### src/rtl/i2s_stereo_tx.sv
`default_nettype none
// ============================================================================
// Module   : i2s_stereo_tx
// Brief    : One-entry buffered stereo word to I2S serializer (BCLK/LRCK/SDATA)
// Revision : 1.0 - initial release
// ============================================================================
module i2s_stereo_tx #(
    parameter int DATA_WIDTH = 32,
    parameter int CH_BITS    = 16,
    parameter int BCLK_HALF  = 2
) (
    input  logic                  clk,
    input  logic                  rst,
    input  logic                  enable,
    input  logic [DATA_WIDTH-1:0] data_in,
    input  logic                  data_valid,
    output logic                  data_ready,
    output logic                  bclk,
    output logic                  lrck,
    output logic                  sdata,
    output logic                  frame_start,
    output logic                  underrun
);

    localparam int SLOT_W = $clog2(DATA_WIDTH);
    localparam int DIV_W  = (BCLK_HALF > 1) ? $clog2(BCLK_HALF) : 1;

    localparam logic [SLOT_W-1:0] c_LAST_SLOT = SLOT_W'(DATA_WIDTH - 1);
    localparam logic [SLOT_W-1:0] c_LR_FIRST  = SLOT_W'(CH_BITS - 1);
    localparam logic [SLOT_W-1:0] c_LR_LAST   = SLOT_W'(DATA_WIDTH - 2);
    localparam logic [DIV_W-1:0]  c_DIV_LAST  = DIV_W'(BCLK_HALF - 1);

    typedef enum logic [1:0] {
        S_IDLE  = 2'd0,
        S_RUN   = 2'd1,
        S_DRAIN = 2'd2
    } state_t;

    state_t                r_state;
    state_t                w_state_next;
    logic                  r_buf_full;
    logic [DATA_WIDTH-1:0] r_buf_data;
    logic [DATA_WIDTH-1:0] r_shreg;
    logic [DIV_W-1:0]      r_div;
    logic [SLOT_W-1:0]     r_slot;
    logic                  r_bclk;
    logic                  r_frame_start;
    logic                  r_underrun;

    logic                  w_active;
    logic                  w_div_wrap;
    logic                  w_fall_tick;
    logic                  w_frame_end;
    logic                  w_frame_load;
    logic                  w_accept;
    logic [SLOT_W-1:0]     w_bit_idx;

    assign w_active    = (r_state != S_IDLE);
    assign w_div_wrap  = w_active && (r_div == c_DIV_LAST);
    assign w_fall_tick = w_div_wrap && r_bclk;
    assign w_frame_end = w_fall_tick && (r_slot == c_LAST_SLOT);

    always_ff @(posedge clk) begin
        if (rst) begin
            r_state <= S_IDLE;
        end else begin
            r_state <= w_state_next;
        end
    end

    // A frame is loaded either when leaving IDLE or seamlessly at the end of
    // slot 31 whenever the run request is (again) present.
    always_comb begin
        w_state_next = r_state;
        w_frame_load = 1'b0;
        case (r_state)
            S_IDLE: begin
                if (enable && r_buf_full) begin
                    w_state_next = S_RUN;
                    w_frame_load = 1'b1;
                end
            end
            S_RUN: begin
                if (w_frame_end) begin
                    if (enable) begin
                        w_frame_load = 1'b1;
                    end else begin
                        w_state_next = S_IDLE;
                    end
                end else if (!enable) begin
                    w_state_next = S_DRAIN;
                end
            end
            S_DRAIN: begin
                if (w_frame_end) begin
                    if (enable) begin
                        w_state_next = S_RUN;
                        w_frame_load = 1'b1;
                    end else begin
                        w_state_next = S_IDLE;
                    end
                end else if (enable) begin
                    w_state_next = S_RUN;
                end
            end
            default: begin
                w_state_next = S_IDLE;
            end
        endcase
    end

    assign data_ready = rst || !r_buf_full || w_frame_load;
    assign w_accept   = data_valid && data_ready;

    always_ff @(posedge clk) begin
        if (rst) begin
            r_buf_full <= 1'b0;
            r_buf_data <= '0;
        end else if (w_accept) begin
            r_buf_full <= 1'b1;
            r_buf_data <= data_in;
        end else if (w_frame_load) begin
            r_buf_full <= 1'b0;
        end
    end

    // Left channel goes out first, so it is placed in the upper half.
    always_ff @(posedge clk) begin
        if (rst) begin
            r_shreg <= '0;
        end else if (w_frame_load) begin
            r_shreg <= r_buf_full ? {r_buf_data[CH_BITS-1:0], r_buf_data[DATA_WIDTH-1:CH_BITS]}
                                  : '0;
        end
    end

    always_ff @(posedge clk) begin
        if (rst) begin
            r_div         <= '0;
            r_bclk        <= 1'b0;
            r_slot        <= '0;
            r_frame_start <= 1'b0;
            r_underrun    <= 1'b0;
        end else begin
            r_frame_start <= w_frame_load;
            r_underrun    <= w_frame_load && !r_buf_full;
            if (w_frame_load || (w_state_next == S_IDLE)) begin
                r_div  <= '0;
                r_bclk <= 1'b0;
                r_slot <= '0;
            end else if (w_div_wrap) begin
                r_div  <= '0;
                r_bclk <= ~r_bclk;
                if (w_fall_tick) begin
                    r_slot <= r_slot + 1'b1;
                end
            end else begin
                r_div <= r_div + 1'b1;
            end
        end
    end

    assign w_bit_idx   = c_LAST_SLOT - r_slot;
    assign bclk        = r_bclk;
    assign lrck        = w_active && (r_slot >= c_LR_FIRST) && (r_slot <= c_LR_LAST);
    assign sdata       = w_active && r_shreg[w_bit_idx];
    assign frame_start = r_frame_start;
    assign underrun    = r_underrun;

endmodule
`default_nettype wire

### config.mk
export PLATFORM = sky130hd
export DESIGN_NAME = i2s_stereo_tx
export DESIGN_NICKNAME = d
export VERILOG_FILES = /design/src/rtl/i2s_stereo_tx.sv
export SDC_FILE = /design/constraint.sdc
export NUM_CORES = 1
export LEC_CHECK = 0
export CAP_MARGIN = 10
export CORE_MARGIN = 2
export CORE_UTILIZATION = 54
export DETAILED_ROUTE_END_ITERATION = 10
export PLACE_DENSITY = 0.79
export SYNTH_ARGS = -nofsm -noshare
export SYNTH_HDL_FRONTEND = slang
export SYNTH_SLANG_ARGS = --single-unit
### constraint.sdc
create_clock -name clk -period 3 [get_ports clk]
set_input_delay 0.6 -clock clk [delete_from_list [all_inputs] [get_ports clk]]
set_output_delay 0.6 -clock clk [all_outputs]
set_load 0.005 [all_outputs]
=== Word-level counts from Yosys, hierarchy flattened ===
Index checks and enable logic that the tools add are counted.

* Bits in registers: 76
* Input port bits: 36
* Output and inout bits: 6
* Logic and storage cells: 57

* Add/sub/neg operators: 3
* $lt $le $gt $ge: 3
* Equal/unequal tests: 3
* Muxes and demuxes: 17
* Bitwise gates (word level): 1
* Reductions and logical operators: 21

{| class="wikitable"
|+ Operators with widths
! cell !! count
|-
| 32-bit 2-to-1 mux || 1
|-
| 2-bit 2-to-1 mux || 6
|-
| 1-bit logical AND || 9
|-
| 1-bit 2-to-1 mux || 7
|-
| 5-bit by 6-bit < comparator with 1-bit output, second input constant || 1
|-
| 2-bit one-hot mux with 3 select lines || 1
|-
| 5-bit by 1-bit adder with 5-bit output, second input constant || 1
|-
| 1-bit binary-select mux with 5-bit select || 1
|-
| 5-bit equality test, second input constant || 1
|-
| 5-bit by 4-bit greater-or-equal comparator with 1-bit output, second input constant || 1
|-
| 5-bit less-or-equal comparator, second input constant || 1
|-
| 5-bit subtractor, first input constant || 1
|-
| 2-bit logical NOT || 2
|-
| 2-bit nonzero test || 2
|-
| 2-bit OR reduction || 2
|-
| 1-bit logical OR || 3
|-
| 3-bit OR reduction || 1
|-
| 2-bit by 1-bit equality test with 1-bit output, second input constant || 1
|-
| 2-bit equality test, second input constant || 1
|-
| 1-bit one-hot mux with 2 select lines || 1
|-
| 2-bit AND reduction || 1
|-
| 1-bit adder, second input constant || 1
|-
| 1-bit logical NOT || 1
|-
| 1-bit inverter || 1
|}

=== Depth between registers and ports, before layout ===
Gate-level depths: netlist of the first run.

* Depth after elaboration: 9
* Depth in mapped cells: 10
* Mapped depth without buffers: 8

=== Worst setup path before layout of the first run ===
OpenSTA, ideal clock, no wires.

* Path type: register to output
* From: register r_slot[3]
* To: output port data_ready
* Arrival time: 1.925 ns
* Required time: 2.400 ns
* Slack: 0.475 ns
* Cell stages (with the launch flop): 10
* Path through: dfxtp_1 > clkbuf_1 > and3_1 > ha_1 > nand4_2 > o21ai_2 > nor3b_4 > nor2_4 > buf_6 > nand2_1

* Word-level cells in the longest chain between the ends: 5

{| class="wikitable"
|+ Ends and longest elaborated chain
! item !! line !! source
|-
| from (decl) || 45 || <nowiki>logic [SLOT_W-1:0] r_slot;</nowiki>
|-
| from (signal assigned) || 155 || <nowiki>r_slot <= r_slot + 1'b1;</nowiki>
|-
| 5-bit equality test || 61 || <nowiki>assign w_frame_end = w_fall_tick && (r_slot == c_LAST_SLOT);</nowiki>
|-
| 1-bit logical AND || 61 ||
|-
| 1-bit 2-to-1 mux || 95 || <nowiki>if (w_frame_end) begin</nowiki>
|-
| 1-bit one-hot mux with 2 select lines || 76 || <nowiki>case (r_state)</nowiki>
|-
| 1-bit logical OR || 112 || <nowiki>assign data_ready = rst || !r_buf_full || w_frame_load;</nowiki>
|-
| to (decl) || 17 || <nowiki>output logic data_ready,</nowiki>
|}

Every way passes these cells.

=== Worst setup path after layout of the first run ===
* From: register r_slot[1]
* To: output port sdata

* Word-level cells in the longest chain between the ends: 4

{| class="wikitable"
|+ Ends and longest elaborated chain
! item !! line !! source
|-
| 5-bit subtractor || 163 || <nowiki>assign w_bit_idx = c_LAST_SLOT - r_slot;</nowiki>
|-
| 1-bit binary-select mux with 5-bit select || 166 || <nowiki>assign sdata = w_active && r_shreg[w_bit_idx];</nowiki>
|-
| 1-bit 2-to-1 mux (not written as such) || 166 ||
|-
| 1-bit logical AND || 166 ||
|-
| to (decl) || 20 || <nowiki>output logic sdata,</nowiki>
|}

Every way passes these cells. The select of a mux whose other input is x is not followed.

==> flow_summary.yaml, run 1 <==
critical_path:
  setup.worst_path.start: "r_slot[1]$_SDFFE_PP0P_"
  path_class: "reg -> out"
  regToRegSetupSlack_ps: 870
  timing.critical_path.fanout_max: 10
  endpoint_kind: "output pin"
  worstPathRequired_ps: 2400
  rr_worst_depth: 10
  cp_data_arrival_time_ps: 2040
  start_kind: "flip-flop"
  rr_startpoint: "r_slot[0]$_SDFFE_PP0P_"
  crit-reg2reg-capture: "r_buf_data[24]$_SDFFE_PP0P_"
power_and_ir_drop:
  switching_share_pct: 23.1
  irDropWorstVdd_mv: 0.361
  p_switching_uw: 467
  clkPwrFrac_pct: 36.6
  leakage_nw: 1.45
  intPower_mw: 1.55
  p_per_area_mw_per_mm2: 530
  pwr-share-seq_pct: 53.2
  pwr-share-comb_pct: 10.2
route:
  dr.pass1.iters: 4
  drc_errors: 0
  first_iter_violations: 114
  vias_per_cell: 5.44
  detail_route.wl_per_cell_um: 14.1
  wirelength_um: 6040
  ant_nets: 0
  num_vias: 2333
synthesis:
  syn_inst: 307
  synth-edff-count: 0
  syn_avg_cell_area_um2: 9.94
  syn-num-nets: 350
  ys_async_sr_fraction_pct: 0
  ys_seq_elements: 76
  synth_cell_types: 39
  yosysTopAreaCell: "dfxtp_1"
  syn_area_mm2: 0.00305
  yosys_most_used_dff: "dfxtp_1"
  ys_seq_area_share_pct: 49.9
  synthTopCellsByArea: "dfxtp_1 50%, a22o_1 9.2%, nand2_1 8.6%"
  synth_warnings: 0
  synthDominantCellAreaShare_pct: 49.9
placed_design:
  place_hpwl_um: 4000
  place.gp.congestion: 0.851
  placed_area_mm2: 0.00351
  portBuffers: 41
  dpl_worst_slack_ps: 240
floorplanning:
  die_w_um: 79.2
  die-area_mm2: 0.00627
  fp-row-count: 27
  ios: 42
  chipHeight_um: 79.2
  core_mm2: 0.00547
  initial_core_util_pct: 55.8
sta:
  slew-limit-headroom_pct: 73.2
  rsz0062_at_grt: "no"
  min_period_ps: 2640
  finalWorstSetupSlack_ps: 363
  setup_viol: 0
  worst_pin_slew_ps: 402
  fmax_mhz: 379
  finalClockSkew_ps: 6.50
  post-route-period-util_pct: 87.9
  drv_slew: 0
  hold_viol: 0
  whs_ps: 455
run:
  maxCapViolCount: 0
cts:
  clk_pin_slew_worst_paths_ps: 70
  clk_latency_ps: 340
  cts_buffer_depth: 2
  cts_inserted_buffers: 9
  cts_htree_levels: 3
  tritoncts: "yes"
  cts-root-buf: "clkbuf_8"
  cts.sinks: 76
layout:
  nets: 396
  layout_common_cells: "73 x dfxtp_1, 70 x nand2_1, 39 x clkdlybuf4s50_1, 36 x a21oi_1, 32 x a22o_1"
  drive_above_1_share_pct: 14.6
  fin_area_mm2: 0.00381
  area_growth_pct: 24.9
  diodes: 0
  layout_commonest_cell: "dfxtp_1"
global_route:
  gr-usage-all-layers_pct: 20.6
  grt_pass1_vias: 2164
  grt_start_max_net_pins: 38
  grt_pass1_wl_um: 10100
  antenna_found_initial: 0
  globalRouteOverflowTotal: 0
min_path:
  hold_path.class: "reg -> reg"
  min_from: "r_buf_data[27]$_SDFFE_PP0P_"
  whs_path_depth: 2
  whs_endpoint: "r_buf_data[27]$_SDFFE_PP0P_"
outcome:
  status: "complete, no violations"
[power by group through the flow]
stage	sequential [mW]	combinational [mW]	clock, mW
after global routing	1.08	0.228	0.812
final	1.07	0.206	0.739
after detailed placement	1.10	0.199	0
after CTS	1.07	0.200	0.749
after floorplan	1.09	0.127	0
after global placement	1.10	0.195	0
[worst max-delay path, stage by stage, from the launching register on]
cell            delay (ps)
dfxtp_4                380
buf_12                 140
mux4_2                 490
mux2i_1                140
nor2_1                  70
o311a_1                340
dlymetal6s2s_1         150
[cell families (layout without fill, tap and decap cells)]
group | after synthesis | after routing | synth area share [%]
AO/OA/AOI/OAI | 81 | 81 | 18.9
XOR/XNOR | 4 | 4 | 1.15
adder cells (fa/ha/maj) | 7 | 7 | 2.87
buffers and inverters | 28 | 78 | 4.96
flip-flops | 76 | 76 | 49.9
multiplexers | 13 | 13 | 7.54
AND/OR/NAND/NOR | 98 | 98 | 14.7
[metrics by stage]
stage | setup TNS, ps | std cells | utilization, % | power, mW
after floorplan | 0 | 307 | - | 1.22
after global placement | 0 | 408 | 64.1 | 1.29
after detailed placement | 0 | 408 | 64.1 | 1.30
after CTS | -49.6 | 423 | 67.5 | 2.02
after global routing | 0 | 429 | 69.7 | 2.12
final | 0 | 429 | 69.7 | 2.02
[cell usage after synthesis (2+ instances only)]
library cell / instances
mux4_2: 8
inv_1: 6
mux2i_1: 5
o21ai_0: 2
buf_4: 4
dfxtp_1: 76
buf_6: 3
nor3_1: 8
buf_2: 7
nand2_1: 70
xnor2_1: 3
nor2_1: 5
ha_1: 7
and3_1: 2
and2_1: 2
a22o_1: 32
clkbuf_1: 8
nand3_1: 3
a21oi_1: 36
[flip-flops by register name (all words and copies together), names as in the netlist]
name,cells
r_buf_data,32
r_slot,5
r_state,2
r_shreg,32
frame_start,1
r_buf_full,1
underrun,1
bclk,1
r_div,1
[metal layers]
metal  track usage, %  part of all wire [%]  up-vias
met5                0                     0        -
met4             9.66                   1.9        0
met3             4.77                   3.6       14
met2             33.1                    50       54
met1             26.2                    45     1080
li1                 -                     -     1185
[worst max-delay path by stage]
stage,cells after the start,slack [ps],end
floorplan,9,480,data_ready
global placement,6,290,data_ready
detailed placement,6,240,data_ready
CTS,6,-30,sdata
global route,6,260,sdata
finish,6,360,sdata
[cell type report]
class / instances / area (um^2)
clock buffer: 13 / 149
clock inverter: 2 / 35.0
fill: 434 / 1660
inverter: 6 / 22.5
multi-input combinational: 203 / 1430
sequential: 76 / 1530
tap: 72 / 90.1
timing repair buffer: 57 / 556
[timing repair]
action	in CTS	in global routing
setup buffers	0	6
pin swaps	0	1
gates resized for setup	1	17
setup endpoints to repair	2	2
gates cloned	0	0
hold buffers	0	0
Power figures use the tool's default switching activity.
==> run 2: changes to the inputs <==
--- a/config.mk
+++ b/config.mk
@@ -10,6 +10,7 @@
 export CORE_UTILIZATION = 54
 export DETAILED_ROUTE_END_ITERATION = 10
 export PLACE_DENSITY = 0.79
+export SKIP_LAST_GASP = 1
 export SYNTH_ARGS = -nofsm -noshare
 export SYNTH_HDL_FRONTEND = slang
 export SYNTH_SLANG_ARGS = --single-unit
==> results of run 2 <==
Final layout, timing and power as in run 1 (identical DEF).
